## src/rtl/gfx_rom_arb_if.sv

```systemverilog
// gfx_rom_arb_if: bundles the three renderer fetch clients and the external
// graphics-ROM read port that gfx_rom_arb sits between.
//   slave  : arbiter side (takes requests and ROM data, returns bytes and ROM strobes)
//   master : environment side (renderer clients and ROM model)
interface gfx_rom_arb_if #(
    parameter int AW = 22
);
    // background tile client
    logic [16:0]   bg_addr;
    logic          bg_req;
    logic [7:0]    bg_data;
    logic          bg_rdy;
    // text tile client
    logic [13:0]   tx_addr;
    logic          tx_req;
    logic [7:0]    tx_data;
    logic          tx_rdy;
    // sprite graphics client
    logic [15:0]   sp_addr;
    logic          sp_req;
    logic [7:0]    sp_data;
    logic          sp_rdy;
    // external ROM read port
    logic [AW-1:0] rom_addr;
    logic          rom_cs;
    logic [7:0]    rom_data;
    logic          rom_valid;
    // status
    logic          busy;

    modport slave (
        input  bg_addr, bg_req, tx_addr, tx_req, sp_addr, sp_req, rom_data, rom_valid,
        output bg_data, bg_rdy, tx_data, tx_rdy, sp_data, sp_rdy, rom_addr, rom_cs, busy
    );

    modport master (
        output bg_addr, bg_req, tx_addr, tx_req, sp_addr, sp_req, rom_data, rom_valid,
        input  bg_data, bg_rdy, tx_data, tx_rdy, sp_data, sp_rdy, rom_addr, rom_cs, busy
    );
endinterface

```

## src/rtl/gfx_rom_arb.sv

```systemverilog
// gfx_rom_arb: round-robin sharing of one graphics-ROM read port between the
// background, text and sprite fetch clients (index 0, 1, 2 respectively).
// One access at a time: IDLE -> ISSUE -> WAIT -> DONE -> IDLE.
// Optional feature macro: GFX_ARB_CACHE_EN adds a one-entry per-client cache;
// a hit goes IDLE -> DONE without touching the ROM.
module gfx_rom_arb #(
    parameter int            AW      = 22,
    parameter logic [AW-1:0] BG_BASE = 22'h000000,
    parameter logic [AW-1:0] TX_BASE = 22'h020000,
    parameter logic [AW-1:0] SP_BASE = 22'h024000
) (
    input  logic         clk,
    input  logic         reset,
    gfx_rom_arb_if.slave bus
);

    typedef enum logic [1:0] {
        IDLE  = 2'd0,
        ISSUE = 2'd1,
        WAIT  = 2'd2,
        DONE  = 2'd3
    } state_t;

    state_t        state_r;
    logic [1:0]    rr_r;          // client checked first at the next arbitration
    logic [1:0]    gnt_r;         // client owning the current access
    logic [AW-1:0] rom_addr_r;
    logic          rom_cs_r;
    logic          busy_r;
    logic [2:0]    rdy_r;
    logic [7:0]    data_r  [3];   // last byte returned per client
    logic [1:0]    blank_r [3];   // per-client re-request blanking

    logic [2:0]    req_s;
    logic [2:0]    elig_s;
    logic [2:0]    pick_s;        // {found, index}
    logic [2:0]    pick_sel_s;
    logic [2:0]    gnt_sel_s;
    logic [AW-1:0] cand_addr_s;

    // Client index to one-hot select.
    function automatic logic [2:0] onehot(input logic [1:0] idx);
        case (idx)
            2'd0:    return 3'b001;
            2'd1:    return 3'b010;
            2'd2:    return 3'b100;
            default: return 3'b000;
        endcase
    endfunction

    // Round-robin successor bg -> tx -> sp -> bg.
    function automatic logic [1:0] next_idx(input logic [1:0] idx);
        case (idx)
            2'd0:    return 2'd1;
            2'd1:    return 2'd2;
            default: return 2'd0;
        endcase
    endfunction

    // First eligible client searching upward from ptr; returns {found, index}.
    function automatic logic [2:0] pick(input logic [2:0] elig, input logic [1:0] ptr);
        logic [2:0] rot;
        logic [2:0] sum;
        logic [1:0] off;
        case (ptr)
            2'd1:    rot = {elig[0], elig[2], elig[1]};
            2'd2:    rot = {elig[1], elig[0], elig[2]};
            default: rot = elig;
        endcase
        if (rot[0]) begin
            off = 2'd0;
        end else if (rot[1]) begin
            off = 2'd1;
        end else begin
            off = 2'd2;
        end
        sum = {1'b0, ptr} + {1'b0, off};
        if (sum >= 3'd3) begin
            sum = sum - 3'd3;
        end else begin
            sum = sum;
        end
        return {|rot, sum[1:0]};
    endfunction

    // Eligibility, round-robin choice and the candidate's ROM address.
    always_comb begin
        req_s  = {bus.sp_req, bus.tx_req, bus.bg_req};
        elig_s = 3'b000;
        for (int i = 0; i < 3; i++) begin
            if (req_s[i] && (blank_r[i] == 2'd0)) begin
                elig_s[i] = 1'b1;
            end else begin
                elig_s[i] = 1'b0;
            end
        end
        pick_s     = pick(elig_s, rr_r);
        pick_sel_s = onehot(pick_s[1:0]);
        gnt_sel_s  = onehot(gnt_r);
        case (pick_s[1:0])
            2'd1:    cand_addr_s = TX_BASE + {{(AW-14){1'b0}}, bus.tx_addr};
            2'd2:    cand_addr_s = SP_BASE + {{(AW-16){1'b0}}, bus.sp_addr};
            default: cand_addr_s = BG_BASE + {{(AW-17){1'b0}}, bus.bg_addr};
        endcase
    end

`ifdef GFX_ARB_CACHE_EN
    // data_r already holds each client's last completed byte, so the cache
    // only needs the matching address and a valid flag.
    logic [AW-1:0] cache_addr_r [3];
    logic [2:0]    cache_vld_r;
    logic          hit_s;

    // Hit when the candidate's address matches its own valid cache entry.
    always_comb begin
        hit_s = 1'b0;
        for (int i = 0; i < 3; i++) begin
            if (pick_sel_s[i] && cache_vld_r[i] && (cache_addr_r[i] == cand_addr_s)) begin
                hit_s = 1'b1;
            end else begin
                hit_s = hit_s;
            end
        end
    end

    // Refill the granted client's entry on every ROM completion.
    always_ff @(posedge clk or posedge reset) begin
        if (reset) begin
            cache_vld_r <= 3'b000;
            for (int i = 0; i < 3; i++) begin
                cache_addr_r[i] <= '0;
            end
        end else if ((state_r == WAIT) && bus.rom_valid) begin
            for (int i = 0; i < 3; i++) begin
                if (gnt_sel_s[i]) begin
                    cache_vld_r[i]  <= 1'b1;
                    cache_addr_r[i] <= rom_addr_r;
                end
            end
        end
    end
`endif

    // Access sequencer: grant, strobe the ROM, capture data, pulse rdy.
    always_ff @(posedge clk or posedge reset) begin
        if (reset) begin
            state_r    <= IDLE;
            rr_r       <= 2'd0;
            gnt_r      <= 2'd0;
            rom_addr_r <= '0;
            rom_cs_r   <= 1'b0;
            busy_r     <= 1'b0;
            rdy_r      <= 3'b000;
            for (int i = 0; i < 3; i++) begin
                data_r[i] <= 8'h00;
            end
        end else begin
            rdy_r <= 3'b000;
            case (state_r)
                IDLE: begin
                    if (pick_s[2]) begin
                        gnt_r  <= pick_s[1:0];
                        busy_r <= 1'b1;
`ifdef GFX_ARB_CACHE_EN
                        if (hit_s) begin
                            state_r <= DONE;
                        end else begin
                            rom_addr_r <= cand_addr_s;
                            state_r    <= ISSUE;
                        end
`else
                        rom_addr_r <= cand_addr_s;
                        state_r    <= ISSUE;
`endif
                    end else begin
                        busy_r  <= 1'b0;
                        state_r <= IDLE;
                    end
                end
                ISSUE: begin
                    rom_cs_r <= 1'b1;
                    state_r  <= WAIT;
                end
                WAIT: begin
                    if (bus.rom_valid) begin
                        for (int i = 0; i < 3; i++) begin
                            if (gnt_sel_s[i]) begin
                                data_r[i] <= bus.rom_data;
                            end
                        end
                        rom_cs_r <= 1'b0;
                        state_r  <= DONE;
                    end else begin
                        state_r <= WAIT;
                    end
                end
                DONE: begin
                    rdy_r   <= gnt_sel_s;
                    rr_r    <= next_idx(gnt_r);
                    busy_r  <= 1'b0;
                    state_r <= IDLE;
                end
                default: begin
                    rom_cs_r <= 1'b0;
                    busy_r   <= 1'b0;
                    state_r  <= IDLE;
                end
            endcase
        end
    end

    // Blanking: the client just served is ignored for two cycles so its
    // one-cycle-late req drop cannot trigger a second service.
    always_ff @(posedge clk or posedge reset) begin
        if (reset) begin
            for (int i = 0; i < 3; i++) begin
                blank_r[i] <= 2'd0;
            end
        end else begin
            for (int i = 0; i < 3; i++) begin
                if ((state_r == DONE) && gnt_sel_s[i]) begin
                    blank_r[i] <= 2'd2;
                end else if (blank_r[i] != 2'd0) begin
                    blank_r[i] <= blank_r[i] - 2'd1;
                end else begin
                    blank_r[i] <= 2'd0;
                end
            end
        end
    end

    assign bus.rom_addr = rom_addr_r;
    assign bus.rom_cs   = rom_cs_r;
    assign bus.busy     = busy_r;
    assign bus.bg_rdy   = rdy_r[0];
    assign bus.tx_rdy   = rdy_r[1];
    assign bus.sp_rdy   = rdy_r[2];
    assign bus.bg_data  = data_r[0];
    assign bus.tx_data  = data_r[1];
    assign bus.sp_data  = data_r[2];

endmodule

```

## src/flat_wrapper.sv

```systemverilog
// flat-port wrapper written by rule: the top's interface ports become plain ports
module gfx_rom_arb_flat 
#(
    parameter int            AW      = 22,
    parameter logic [AW-1:0] BG_BASE = 22'h000000,
    parameter logic [AW-1:0] TX_BASE = 22'h020000,
    parameter logic [AW-1:0] SP_BASE = 22'h024000
)
  (clk, reset, bus_bg_addr, bus_bg_req, bus_tx_addr, bus_tx_req, bus_sp_addr, bus_sp_req, bus_rom_data, bus_rom_valid, bus_bg_data, bus_bg_rdy, bus_tx_data, bus_tx_rdy, bus_sp_data, bus_sp_rdy, bus_rom_addr, bus_rom_cs, bus_busy);
  gfx_rom_arb_if #(.AW(AW)) bus_i ();
  input  logic clk;
  input  logic reset;
  input wire logic [$bits(bus_i.bg_addr)-1:0] bus_bg_addr;
  input wire logic [$bits(bus_i.bg_req)-1:0] bus_bg_req;
  input wire logic [$bits(bus_i.tx_addr)-1:0] bus_tx_addr;
  input wire logic [$bits(bus_i.tx_req)-1:0] bus_tx_req;
  input wire logic [$bits(bus_i.sp_addr)-1:0] bus_sp_addr;
  input wire logic [$bits(bus_i.sp_req)-1:0] bus_sp_req;
  input wire logic [$bits(bus_i.rom_data)-1:0] bus_rom_data;
  input wire logic [$bits(bus_i.rom_valid)-1:0] bus_rom_valid;
  output wire logic [$bits(bus_i.bg_data)-1:0] bus_bg_data;
  output wire logic [$bits(bus_i.bg_rdy)-1:0] bus_bg_rdy;
  output wire logic [$bits(bus_i.tx_data)-1:0] bus_tx_data;
  output wire logic [$bits(bus_i.tx_rdy)-1:0] bus_tx_rdy;
  output wire logic [$bits(bus_i.sp_data)-1:0] bus_sp_data;
  output wire logic [$bits(bus_i.sp_rdy)-1:0] bus_sp_rdy;
  output wire logic [$bits(bus_i.rom_addr)-1:0] bus_rom_addr;
  output wire logic [$bits(bus_i.rom_cs)-1:0] bus_rom_cs;
  output wire logic [$bits(bus_i.busy)-1:0] bus_busy;
  assign bus_i.bg_addr = bus_bg_addr;
  assign bus_i.bg_req = bus_bg_req;
  assign bus_i.tx_addr = bus_tx_addr;
  assign bus_i.tx_req = bus_tx_req;
  assign bus_i.sp_addr = bus_sp_addr;
  assign bus_i.sp_req = bus_sp_req;
  assign bus_i.rom_data = bus_rom_data;
  assign bus_i.rom_valid = bus_rom_valid;
  assign bus_bg_data = bus_i.bg_data;
  assign bus_bg_rdy = bus_i.bg_rdy;
  assign bus_tx_data = bus_i.tx_data;
  assign bus_tx_rdy = bus_i.tx_rdy;
  assign bus_sp_data = bus_i.sp_data;
  assign bus_sp_rdy = bus_i.sp_rdy;
  assign bus_rom_addr = bus_i.rom_addr;
  assign bus_rom_cs = bus_i.rom_cs;
  assign bus_busy = bus_i.busy;
  gfx_rom_arb #(.AW(AW), .BG_BASE(BG_BASE), .TX_BASE(TX_BASE), .SP_BASE(SP_BASE)) u_core (.clk(clk), .reset(reset), .bus(bus_i));
endmodule
```

## config.mk

```make
export PLATFORM = sky130hd
export DESIGN_NAME = gfx_rom_arb_flat
export DESIGN_NICKNAME = d
export VERILOG_FILES = /design/src/rtl/gfx_rom_arb_if.sv /design/src/rtl/gfx_rom_arb.sv /design/src/flat_wrapper.sv
export SDC_FILE = /design/constraint.sdc
export NUM_CORES = 1
export LEC_CHECK = 0
export ABC_AREA = 1
export BUFFER_PORTS_ARGS = -buffer_cell sky130_fd_sc_hd__buf_4
export CELL_PAD_IN_SITES_DETAIL_PLACEMENT = 0
export CELL_PAD_IN_SITES_GLOBAL_PLACEMENT = 1
export CORE_UTILIZATION = 33
export CTS_CLUSTER_SIZE = 12
export DETAILED_ROUTE_END_ITERATION = 7
export MAX_ROUTING_LAYER = met4
export PLACE_DENSITY_LB_ADDON = 0.1
export SYNTH_ARGS = -nofsm -noshare
export SYNTH_HDL_FRONTEND = slang
export SYNTH_SLANG_ARGS = --single-unit
export TNS_END_PERCENT = 20
```

## constraint.sdc

```tcl
create_clock -name clk -period 3.4 [get_ports clk]
set_input_delay 0.34 -clock clk [delete_from_list [all_inputs] [get_ports clk]]
set_output_delay 0.34 -clock clk [all_outputs]
set_load 0.005 [all_outputs]
```

==> key figures <==
Final layout
  – Layout cell share with drive strength beyond 1: 51.8%
  – Antenna Cells: 0
  – P&R area growth vs syn: 49.8%
  – Fillers: 902
  – NumNets Final: 555
  – Design area: 4790 um^2

GRT
  – Number of global-route vias before repair: 2690
  – Initial antenna violation count: 0
  – GRT Util Overall: 16.8%
  – Grt ovf: 0
  – First-pass GRT wire length: 12800 um
  – Largest net degree at the start of global routing: 38

Worst setup path
  – CP Data Arrival Time: 3.59 ns
  – Worst r2r src: u_core.rr_r[0]$_DFFE_PP0P_
  – Crit-path max FO: 7
  – Worst Setup End Kind: register
  – Critical path origin: u_core.rr_r[0]$_DFFE_PP0P_
  – Worst r2r path cells: 21
  – Crit start category: register
  – Crit path to: u_core.bus.rom_addr[5]$_DFFE_PP0P_
  – Reg-to-Reg End: u_core.bus.rom_addr[5]$_DFFE_PP0P_
  – CP Data Required Time: 3.62 ns
  – Worst reg2reg setup slack: 0.03 ns
  – WS Path Type: register to register

Detailed routing
  – # DRC: 0
  – Routed WL per cell: 13.3 um
  – Pre-Repair DR Iteration Count: 4
  – DRT antenna net count: 0
  – Post-DR vias/cell: 4.49
  – Initial DRC Count: 38
  – Routed via count: 2757
  – DRT Wirelength: 8190 um

STA
  – Period utilisation layout: 99.2%
  – Final setup viols: 0
  – Max Transition Viols Final: 0
  – Actual slew at the worst max-slew pin: 0.771 ns
  – Final Critical Period: 3.37 ns
  – RSZ-0062 raised after global routing: yes
  – Final hold viol count: 0
  – Clock Skew: 0.00950 ns
  – Slew Limit Headroom: 48.5%
  – Fmax: 0.297 GHz

Synthesis
  – Syn Std Cell Area: 3200 um^2
  – Yosys warnings: 0
  – Mapped Cells: 359
  – Netlist cell types: 22
  – Syn Area/Cell: 8.90 um^2
  – Yosys reg bits: 59
  – Register area share after synthesis: 46.2%
  – Area leader, netlist: dfrtp_1
  – Post-synth top area share: 46.2%
  – Top cells by area, synth: dfrtp_1 (46%), nand3_1 (11%), nand2_1 (8.5%)

Placed design
  – Hpwl dp: 5480 um
  – GP Congestion: 0.743
  – PortBufs: 107
  – DP Area: 4180 um^2

Clock network
  – Bufs on Longest Clock Path: 2
  – CTS buffer count: 9
  – Clock-pin slew on the worst setup and hold paths: 0.07 ns
  – CTS Hold Buffers Added: 0
  – Clock Latency Late Sink: 0.33 ns
  – TritonCTS clock tree: yes
  – CTS root buffer: clkbuf_8
  – H-tree depth: 3
  – Sink Count: 59

Die
  – Row cnt: 35
  – Die Wd: 100 um
  – Die boundary height: 100 um
  – I/O pins: 112
  – Die footprint: 10100 um^2
  – Starting density of the core: 34.3%
  – Core ar.: 9330 um^2

Worst hold path
  – Worst min path class: input port to asynchronous set/reset pin

Flow run
  – Max-cap viol count: 0

Status
  – Outcome: completed
[flip-flops by register name (all words and copies together), names as in the netlist]
signal and cells:
u_core.bus.rom_addr 18, u_core.bus.bg_data 8, u_core.bus.sp_data 8, u_core.bus.tx_data 8, u_core.blank_r 6, u_core.rdy_r 3, u_core.gnt_r 2, u_core.rr_r 2
u_core.state_r 2, u_core.bus.busy 1, u_core.bus.rom_cs 1
[per-stage QoR]
stage               hold WS, ns  util [%]  worst slack (ns)  std cells  TNS (ns)
floorplan                 0.442         -           0.00440        362         0
global placement          0.457      44.8            -0.197        592     -3.07
detailed placement        0.467      44.8            -0.229        592     -3.43
CTS                       0.180      47.5            0.0240        609         0
global route              0.223      51.3            -0.123        614     -1.78
finish                    0.152      51.3            0.0283        614         0
[layer usage]
metal | routed length (um) | GRT usage (%) | vias up | part of all wire (%)
met5 | 0 | - | - | 0
met4 | 78 | 6.35 | 0 | 0.95
met3 | 490 | 4.39 | 7 | 6.0
met2 | 3880 | 26.0 | 78 | 47
met1 | 3740 | 21.1 | 1284 | 46
li1 | - | - | 1388 | -
[cells in the mapped netlist]
library cell,instances
o21ai_1,28
clkbuf_1,3
buf_2,10
nor2_1,6
buf_4,6
nand3_2,2
ha_1,13
nor2_2,3
nand3_4,1
buf_12,2
nand3b_1,2
fa_1,1
inv_1,26
nand3_1,73
nand2_2,22
a21oi_1,2
inv_2,4
xor2_1,1
dfrtp_1,59
nand2_1,72
nand2_4,22
conb_1,1
[cells by family after synthesis]
group / count (synthesis) / share of synthesized area (%)
AOI/OAI and AO/OA: 30 / 4.70
xor gates and xnor gates: 1 / 0.274
adders and majority gates: 14 / 5.72
buffers and inverters: 51 / 8.10
DFF: 59 / 46.2
other: 1 / 0.117
and+or+nand+nor: 203 / 34.9
[area by class of cell]
type / instances / area, um^2 / share of cell area, %
clock inverter: 4 / 47.5 / 0.993
inverter: 30 / 125 / 2.61
multi-input combinational: 252 / 1770 / 36.9
tap: 129 / 161 / 3.37
clock buffer: 12 / 165 / 3.45
timing repair buffer: 128 / 1050 / 21.8
sequential: 59 / 1480 / 30.9
[worst min-delay path by stage]
stage | cells past startpoint | slack, ns | start | to
after global routing | 2 | 0.22 | reset | u_core.bus.sp_data[1]$_DFFE_PP0P_
after CTS | 2 | 0.18 | reset | u_core.bus.sp_data[1]$_DFFE_PP0P_
after floorplan | 1 | 0.44 | u_core.blank_r[4]$_DFF_PP0_ | u_core.blank_r[4]$_DFF_PP0_
after global placement | 1 | 0.46 | u_core.blank_r[4]$_DFF_PP0_ | u_core.blank_r[4]$_DFF_PP0_
final | 2 | 0.15 | reset | u_core.bus.sp_data[1]$_DFFE_PP0P_
after detailed placement | 1 | 0.47 | u_core.blank_r[4]$_DFF_PP0_ | u_core.blank_r[4]$_DFF_PP0_
[critical path, cell delays in order, from the launching register on]
cell,delay [ns]
dfrtp_2,0.45
inv_2,0.09
ha_4,0.21
inv_4,0.08
nand3_4,0.09
a21oi_2,0.15
ha_2,0.18
inv_2,0.04
fa_1,0.54
inv_2,0.06
ha_4,0.16
inv_4,0.05
nand3_4,0.10
xor2_4,0.19
inv_2,0.07
ha_4,0.31
inv_8,0.06
clkbuf_16,0.15
nand3_1,0.06
nand3_1,0.07
nand3_1,0.09
nand2_2,0.05
[layout by cell type, fill, tap and decap left out, drive strengths merged]
cell	Yosys	final
fa	1	1
inv	30	30
nand3	76	76
clkinv	0	2
ha	13	13
nand2	116	116
conb	1	4
nand3b	2	2
o21ai	28	28
a21oi	2	2
nor2	9	9
bufinv	0	1
clkinvlp	0	1
xor2	1	1
dfrtp	59	59
buf	18	125
clkbuf	3	15
[repair_timing]
| item | in CTS | in global routing |
|---|---|---|
| buffers inserted | 1 | 2 |
| gates resized for setup | 8 | 57 |
| pin swaps | 3 | 26 |
| endpoints found under the setup margin | 17 | 18 |
| gates cloned | 0 | 3 |
Power is not shown: default switching activity piles up to over one toggle a cycle in this logic, so the estimate is an artifact.
